--- src/rtl/tick_gen.sv ---
// rtl/tick_gen.sv - programmable prescaler/post-scaler tick generator with shadowed divisors
module tick_gen #(
    parameter int WIDTH      = 25,
    parameter int RESET_DIV  = 25000000,
    parameter int POST_WIDTH = 8,
    parameter int RESET_POST = 3
) (
    input  logic                  clk,
    input  logic                  rst,
    input  logic                  en,
    input  logic [WIDTH-1:0]      div_in,
    input  logic [POST_WIDTH-1:0] post_in,
    input  logic                  load,
    output logic                  load_pending,
    output logic                  tick,
    output logic                  tick_post,
    output logic                  sq,
    output logic [WIDTH-1:0]      count
);

    localparam logic [WIDTH-1:0]      RST_DIV  = WIDTH'(RESET_DIV);
    localparam logic [POST_WIDTH-1:0] RST_POST = POST_WIDTH'(RESET_POST);
    localparam logic [WIDTH-1:0]      CNT_ONE  = WIDTH'(1);
    localparam logic [POST_WIDTH-1:0] POST_ONE = POST_WIDTH'(1);

    logic [WIDTH-1:0]      count_q, count_d;
    logic [POST_WIDTH-1:0] post_cnt_q, post_cnt_d;
    logic [WIDTH-1:0]      div_act_q, div_act_d;
    logic [POST_WIDTH-1:0] post_act_q, post_act_d;
    logic [WIDTH-1:0]      shadow_div_q, shadow_div_d;
    logic [POST_WIDTH-1:0] shadow_post_q, shadow_post_d;
    logic                  load_pending_q, load_pending_d;
    logic                  tick_q, tick_d;
    logic                  tick_post_q, tick_post_d;
    logic                  sq_q, sq_d;

    always_comb begin
        count_d        = count_q;
        post_cnt_d     = post_cnt_q;
        div_act_d      = div_act_q;
        post_act_d     = post_act_q;
        shadow_div_d   = shadow_div_q;
        shadow_post_d  = shadow_post_q;
        load_pending_d = load_pending_q;
        tick_d         = 1'b0;
        tick_post_d    = 1'b0;
        sq_d           = sq_q;

        if (!en) begin
            // While frozen there is no period boundary to wait for, so a load applies at once.
            if (load) begin
                div_act_d      = div_in;
                post_act_d     = post_in;
                shadow_div_d   = div_in;
                shadow_post_d  = post_in;
                count_d        = '0;
                post_cnt_d     = '0;
                load_pending_d = 1'b0;
            end
        end else begin
            if (count_q == div_act_q) begin
                count_d = '0;
                tick_d  = 1'b1;
                sq_d    = ~sq_q;
                if (load_pending_q) begin
                    div_act_d      = shadow_div_q;
                    post_act_d     = shadow_post_q;
                    post_cnt_d     = '0;
                    load_pending_d = 1'b0;
                end else if (post_cnt_q == post_act_q) begin
                    post_cnt_d  = '0;
                    tick_post_d = 1'b1;
                end else begin
                    post_cnt_d = post_cnt_q + POST_ONE;
                end
            end else begin
                count_d = count_q + CNT_ONE;
            end

            // A load on the wrap edge itself re-arms pending, deferring it to the next wrap.
            if (load) begin
                shadow_div_d   = div_in;
                shadow_post_d  = post_in;
                load_pending_d = 1'b1;
            end
        end
    end

    always_ff @(posedge clk or negedge rst) begin
        if (!rst) begin
            count_q        <= '0;
            post_cnt_q     <= '0;
            div_act_q      <= RST_DIV;
            post_act_q     <= RST_POST;
            shadow_div_q   <= RST_DIV;
            shadow_post_q  <= RST_POST;
            load_pending_q <= 1'b0;
            tick_q         <= 1'b0;
            tick_post_q    <= 1'b0;
            sq_q           <= 1'b0;
        end else begin
            count_q        <= count_d;
            post_cnt_q     <= post_cnt_d;
            div_act_q      <= div_act_d;
            post_act_q     <= post_act_d;
            shadow_div_q   <= shadow_div_d;
            shadow_post_q  <= shadow_post_d;
            load_pending_q <= load_pending_d;
            tick_q         <= tick_d;
            tick_post_q    <= tick_post_d;
            sq_q           <= sq_d;
        end
    end

    assign load_pending = load_pending_q;
    assign tick         = tick_q;
    assign tick_post    = tick_post_q;
    assign sq           = sq_q;
    assign count        = count_q;

endmodule

--- config.mk ---
export PLATFORM = sky130hd
export DESIGN_NAME = tick_gen
export DESIGN_NICKNAME = d
export VERILOG_FILES = /design/src/rtl/tick_gen.sv
export SDC_FILE = /design/constraint.sdc
export NUM_CORES = 1
export LEC_CHECK = 0
export BUFFER_PORTS_ARGS = -buffer_cell sky130_fd_sc_hd__buf_2
export CORE_MARGIN = 10
export CORE_UTILIZATION = 50
export CTS_BUF_LIST = sky130_fd_sc_hd__clkbuf_8
export DETAILED_ROUTE_END_ITERATION = 10
export HOLD_SLACK_MARGIN = 0.06
export MAX_ROUTING_LAYER = met4
export PLACE_DENSITY = 0.67
export SLEW_MARGIN = 10
export SYNTH_ARGS = -nofsm -noshare
export SYNTH_HDL_FRONTEND = slang
export SYNTH_SLANG_ARGS = --single-unit
--- constraint.sdc ---
create_clock -name clk -period 5.09 [get_ports clk]
set_input_delay 1.2725 -clock clk [delete_from_list [all_inputs] [get_ports clk]]
set_output_delay 1.2725 -clock clk [all_outputs]
set_load 0.02 [all_outputs]
# Word level (Yosys, flattened, before mapping)
# Cells that the tools add are included.
# word_totals
register_bits	103
inputBits	37
out_inout_bits	29
word_cells	49
# op_classes
n_addsub	2
n_eq_ne	4
n_mux	26
n_bitwise	1
n_reduce_logical	6
# ops
op	count
$mux W25	7
$mux W8	9
$add A25 B1 Y25 const B	1
$eq A25 B25 Y1	1
$mux W1	10
$add A8 B1 Y8 const B	1
$eq A8 B8 Y1	1
$reduce_and A2 Y1	3
$ne A2 B1 Y1 const B	2
$reduce_bool A2 Y1	2
$reduce_and A3 Y1	1
$not A1 Y1	1

# Logic depth before layout (Yosys ltp)
# logic_depth
depth_word	5
depth_mapped	9
mapped_depth_nobuf	7

# Least setup slack after synthesis
# No wires, ideal clock.
# synth_path
path_type	input port to flip-flop
startpoint	in load
endpoint	reg div_act_q[17]
setup_ps	65
arrival_time_ps	2491
required_ps	5025
setup_slack_ps	2534
cell_stages	7
path_buffers	4
cell_sequence	clkbuf_1 -> nor2b_1 -> clkbuf_1 -> nand2b_1 -> buf_4 -> buf_6 -> o221a_2
# synth_via
elab_chain_cells	2
# synth_rtl
element	line	text
from (decl)	13	input logic load,
$reduce_bool A2 Y1 (no source line)	-	
$reduce_and A3 Y1 (no source line)	-	
to (signal assigned)	104	div_act_q <= div_act_d;
to (decl)	28	logic [WIDTH-1:0] div_act_q, div_act_d;
# No other way between the ends.
# A chain may end at the register's enable or synchronous reset.

# Worst setup path in the final report
# layout_path
startpoint	reg div_act_q[18]
endpoint	reg div_act_q[9]
# layout_via
elab_chain_cells	3
# layout_rtl
element	line	text
$eq A25 B25 Y1	61	if (count_q == div_act_q) begin
$ne A2 B1 Y1 (no source line)	-	
$reduce_and A3 Y1 (no source line)	-	
# No other way between the ends.

==> flow_summary_export.csv <==
group,metric,value,unit
setup_path,timing.critical_path.fanout_max,34,
power,power.clock.fraction,32.6,%
floorplan,num_rows,36,
synthesis,yosysSeqAreaShare,51.39,%
floorplan,die_width,120.8,um
power,total_power,1.741,mW
timing,finalSetupTns,0,ps
power,power_density,304.7,nW/um^2
power,power.share.switching,27.81,%
clock_tree,postCtsSetupBuffers,0,
floorplan,fp.dieArea,14600,sq um
timing,timing.final.crit_period,2750,ps
floorplan,coreArea,9819,sq um
setup_path,regToRegStartpoint,"div_act_q[18]",
route,antenna_violating_nets_post_route,0,
synthesis,post-synth-top-count-cell,"dfrtp_1",
power,power_leakage,2.383,nW
route,starting_drc_count_in_detailed_routing,329,
synthesis,synth_top_cells_by_area,"dfrtp_1 37%, dfstp_2 14%, mux2_2 8.0%",
clock_tree,cts_htree_levels,3,
timing,worst_clock_skew,9.425,ps
setup_path,start_kind,"flip-flop",
floorplan,ioPinCount,66,
route,via_count,3669,
timing,worst_slew_pin_slew,918.5,ps
timing,layout_worst_path_cycle_share,54.03,%
global_route,globalRouteOverflowTotal,0,
global_route,wire_length_of_the_first_global_routing_pass,19.46,mm
timing,max-slew-margin-rel,38.76,%
layout,fin_util,58.18,%
setup_path,worst-path-stages,7,
setup_path,critPathCapture,"div_act_q[9]",
setup_path,r2r_setup_slack,2340,ps
route,vias_per_cell,5.787,
clock_tree,cts.repair.resized,0,
placed_design,place_congestion,0.8225,
setup_path,regToRegEndpoint,"div_act_q[9]",
layout,antenna_fix_cells,0,
route,routed_wirelength,11.65,mm
synthesis,synth-edff-count,0,
synthesis,ys_seq_elements,103,
setup_path,cp_top_family,"simple AND/OR/NAND/NOR gates",
synthesis,synth_flop_cell,"dfrtp_1",
timing,slew_viol_final,0,
clock_tree,clock_tree_from_tritoncts,"yes",
setup_path,critical_path.endpoint_type,"flip-flop",
setup_path,worst-setup-path-type,"flip-flop to flip-flop",
outcome,outcome,"finished, final reports clean",
global_route,antenna_found_initial,0,
synthesis,netlist.top_cell.by_area,"dfrtp_1",
synthesis,syn-instance-count,440,
clock_tree,max_clock_buf_depth,2,
synthesis,syn-num-nets,479,
synthesis,synthArstFlopShare,100.0,%
global_route,groute.usage.overall,16.65,%
setup_path,cp-startpoint,"div_act_q[18]",
timing,setup_repair_after_global_routing_missed_its_margin,"false",
timing,timing_hold_violations_final,0,
global_route,number_of_global_route_vias_before_repair,3705,
power,p_int,1.257,mW
power,irDropWorstVdd,0.0002179,V
layout,fraction_of_layout_instances_using_a_drive_strength_above_1,36.73,%
setup_path,cp.buffers_inverters,1,
synthesis,ys_types,47,
synthesis,synthesis.area,5084,sq um
run,maxCapViolCount,0,
setup_path,critPathMaxStageDelay,560,ps
placed_design,port_buffers,65,
layout,layout.nets,535,
placed_design,dpl.hpwl,8.341,mm
power,power_frac_comb,11.9,%
worst_hold_path,class_of_the_tightest_hold_or_removal_check,"flip-flop to flip-flop",
setup_path,worstPathCellList,"xnor2_1, nand4_1, nor4_4, nand4_2, buf_4, nand2b_2, o221a_2",
clock_tree,cts_root_buffer,"clkbuf_8",
clock_tree,clock_latency,380,ps
route,route.detailed.wl_per_inst,18.38,um
clock_tree,cts.reportedPaths.clkPinSlew,110,ps
setup_path,worst_ep_arrival,3070,ps
route,first_pass_iters,4,
global_route,grt_max_degree,72,
synthesis,synthesis.area_per_instance,11.55,sq um
clock_tree,cts.hold.buffers_added,0,
layout,area_growth,12.38,%
setup_path,cells_on_worst_reg2reg_path,7,
clock_tree,clock_sinks,103,
synthesis,number_of_warnings_issued_by_yosys,0,
setup_path,cpMaxStageDelayCell,"dfstp_2",
floorplan,die_height,120.8,um
clock_tree,cts_buffers,9,
power,p_switching,0.4841,mW
timing,max_clock_freq,363.6,MHz
synthesis,synth_top_cell_area_share,36.92,%
worst_hold_path,worst_hold_path.num_cells,1,
route,route.detailed.drc,0,
timing,setup_violations_final,0,
setup_path,required_worst_endpoint,5410,ps
power,sequentialPowerShare,55.6,%
floorplan,initial_core_util,51.77,%
synthesis,post_synth_most_frequent_cells,"75 x dfrtp_1, 36 x mux2_2, 35 x nand2b_1",
==> per-stage QoR <==
| stage | hold slack, ps | instances | cell area [sq um] | setup slack (ps) |
|---|---|---|---|---|
| 2_1_floorplan | 481.8 | 440 | 5084 | 2534 |
| 3_3_place_gp | 455.0 | 618 | 5489 | 1730 |
| 3_5_place_dp | 479.6 | 618 | 5489 | 1687 |
| 4_1_cts | 498.5 | 634 | 5710 | 1868 |
| 5_1_grt | 532.3 | 634 | 5713 | 2085 |
| 6_report | 499.0 | 634 | 5713 | 2340 |
==> power by group through the flow <==
stage	sequential [mW]	clock [mW]	combinational (mW)
final	0.967	0.567	0.206
after global routing	0.978	0.609	0.229
after CTS	0.968	0.579	0.210
after detailed placement	0.983	0	0.209
after global placement	0.979	0	0.203
after floorplan	0.964	0	0.146
==> state kept, by name (all words and copies together) (netlist names) <==
signal,flops
count,25
post_act_q,8
shadow_div_q,25
load_pending,1
sq,1
post_cnt_q,8
shadow_post_q,8
tick,1
div_act_q,25
tick_post,1
==> layout by cell type, fill, tap and decap left out, types with 5 or more instances in the layout <==
| cell | instances |
|---|---|
| dfrtp_1 | 75 |
| buf_2 | 64 |
| mux2_2 | 36 |
| nand2b_1 | 34 |
| nand3_1 | 33 |
| nand2_1 | 32 |
| dfstp_2 | 28 |
| xnor2_1 | 25 |
| o221a_2 | 24 |
| nor2_1 | 14 |
| o221a_1 | 9 |
| clkbuf_8 | 9 |
| nand4_1 | 8 |
| xor2_1 | 8 |
| a22o_1 | 7 |
| o311ai_0 | 7 |
| a21oi_1 | 7 |
| buf_4 | 7 |
| o21ai_0 | 6 |
| inv_1 | 5 |
| and3_1 | 5 |
| a21o_1 | 5 |
==> metal layers <==
metal  up-vias  global-route usage, %  routed length [um]  part of all wire [%]
met4         0                  3.997                 106                  0.91
met3        11                  3.630                 681                   5.8
li1       1734                      -                   -                     -
met5         -                      -                   0                     0
met1      1822                  22.73                5594                    48
met2       102                  24.66                5272                    45
==> worst min-delay path by stage <==
stage                                 from                to
after floorplan           shadow_post_q[7]  shadow_post_q[7]
after global placement                  sq                sq
after detailed placement                sq                sq
after CTS                               sq                sq
after global routing                    sq                sq
final                                   sq                sq
==> logic make-up after synthesis <==
group | after synthesis | share of synthesized area [%]
compound gates | 81 | 14.37
xor+xnor | 34 | 6.006
fa+ha+maj | 2 | 0.4922
buf+inv | 31 | 3.052
flops | 103 | 51.39
mux | 40 | 8.787
simple gates | 149 | 15.90
==> final cells by class <==
type,count,area (sq um)
clock buffer,9,123.9
clock inverter,7,97.59
fill,886,4106
inverter,5,18.77
multi-input combinational,306,2321
sequential,103,2613
tap,133,166.4
timing repair buffer,71,372.9
Power figures use the tool's default switching activity.
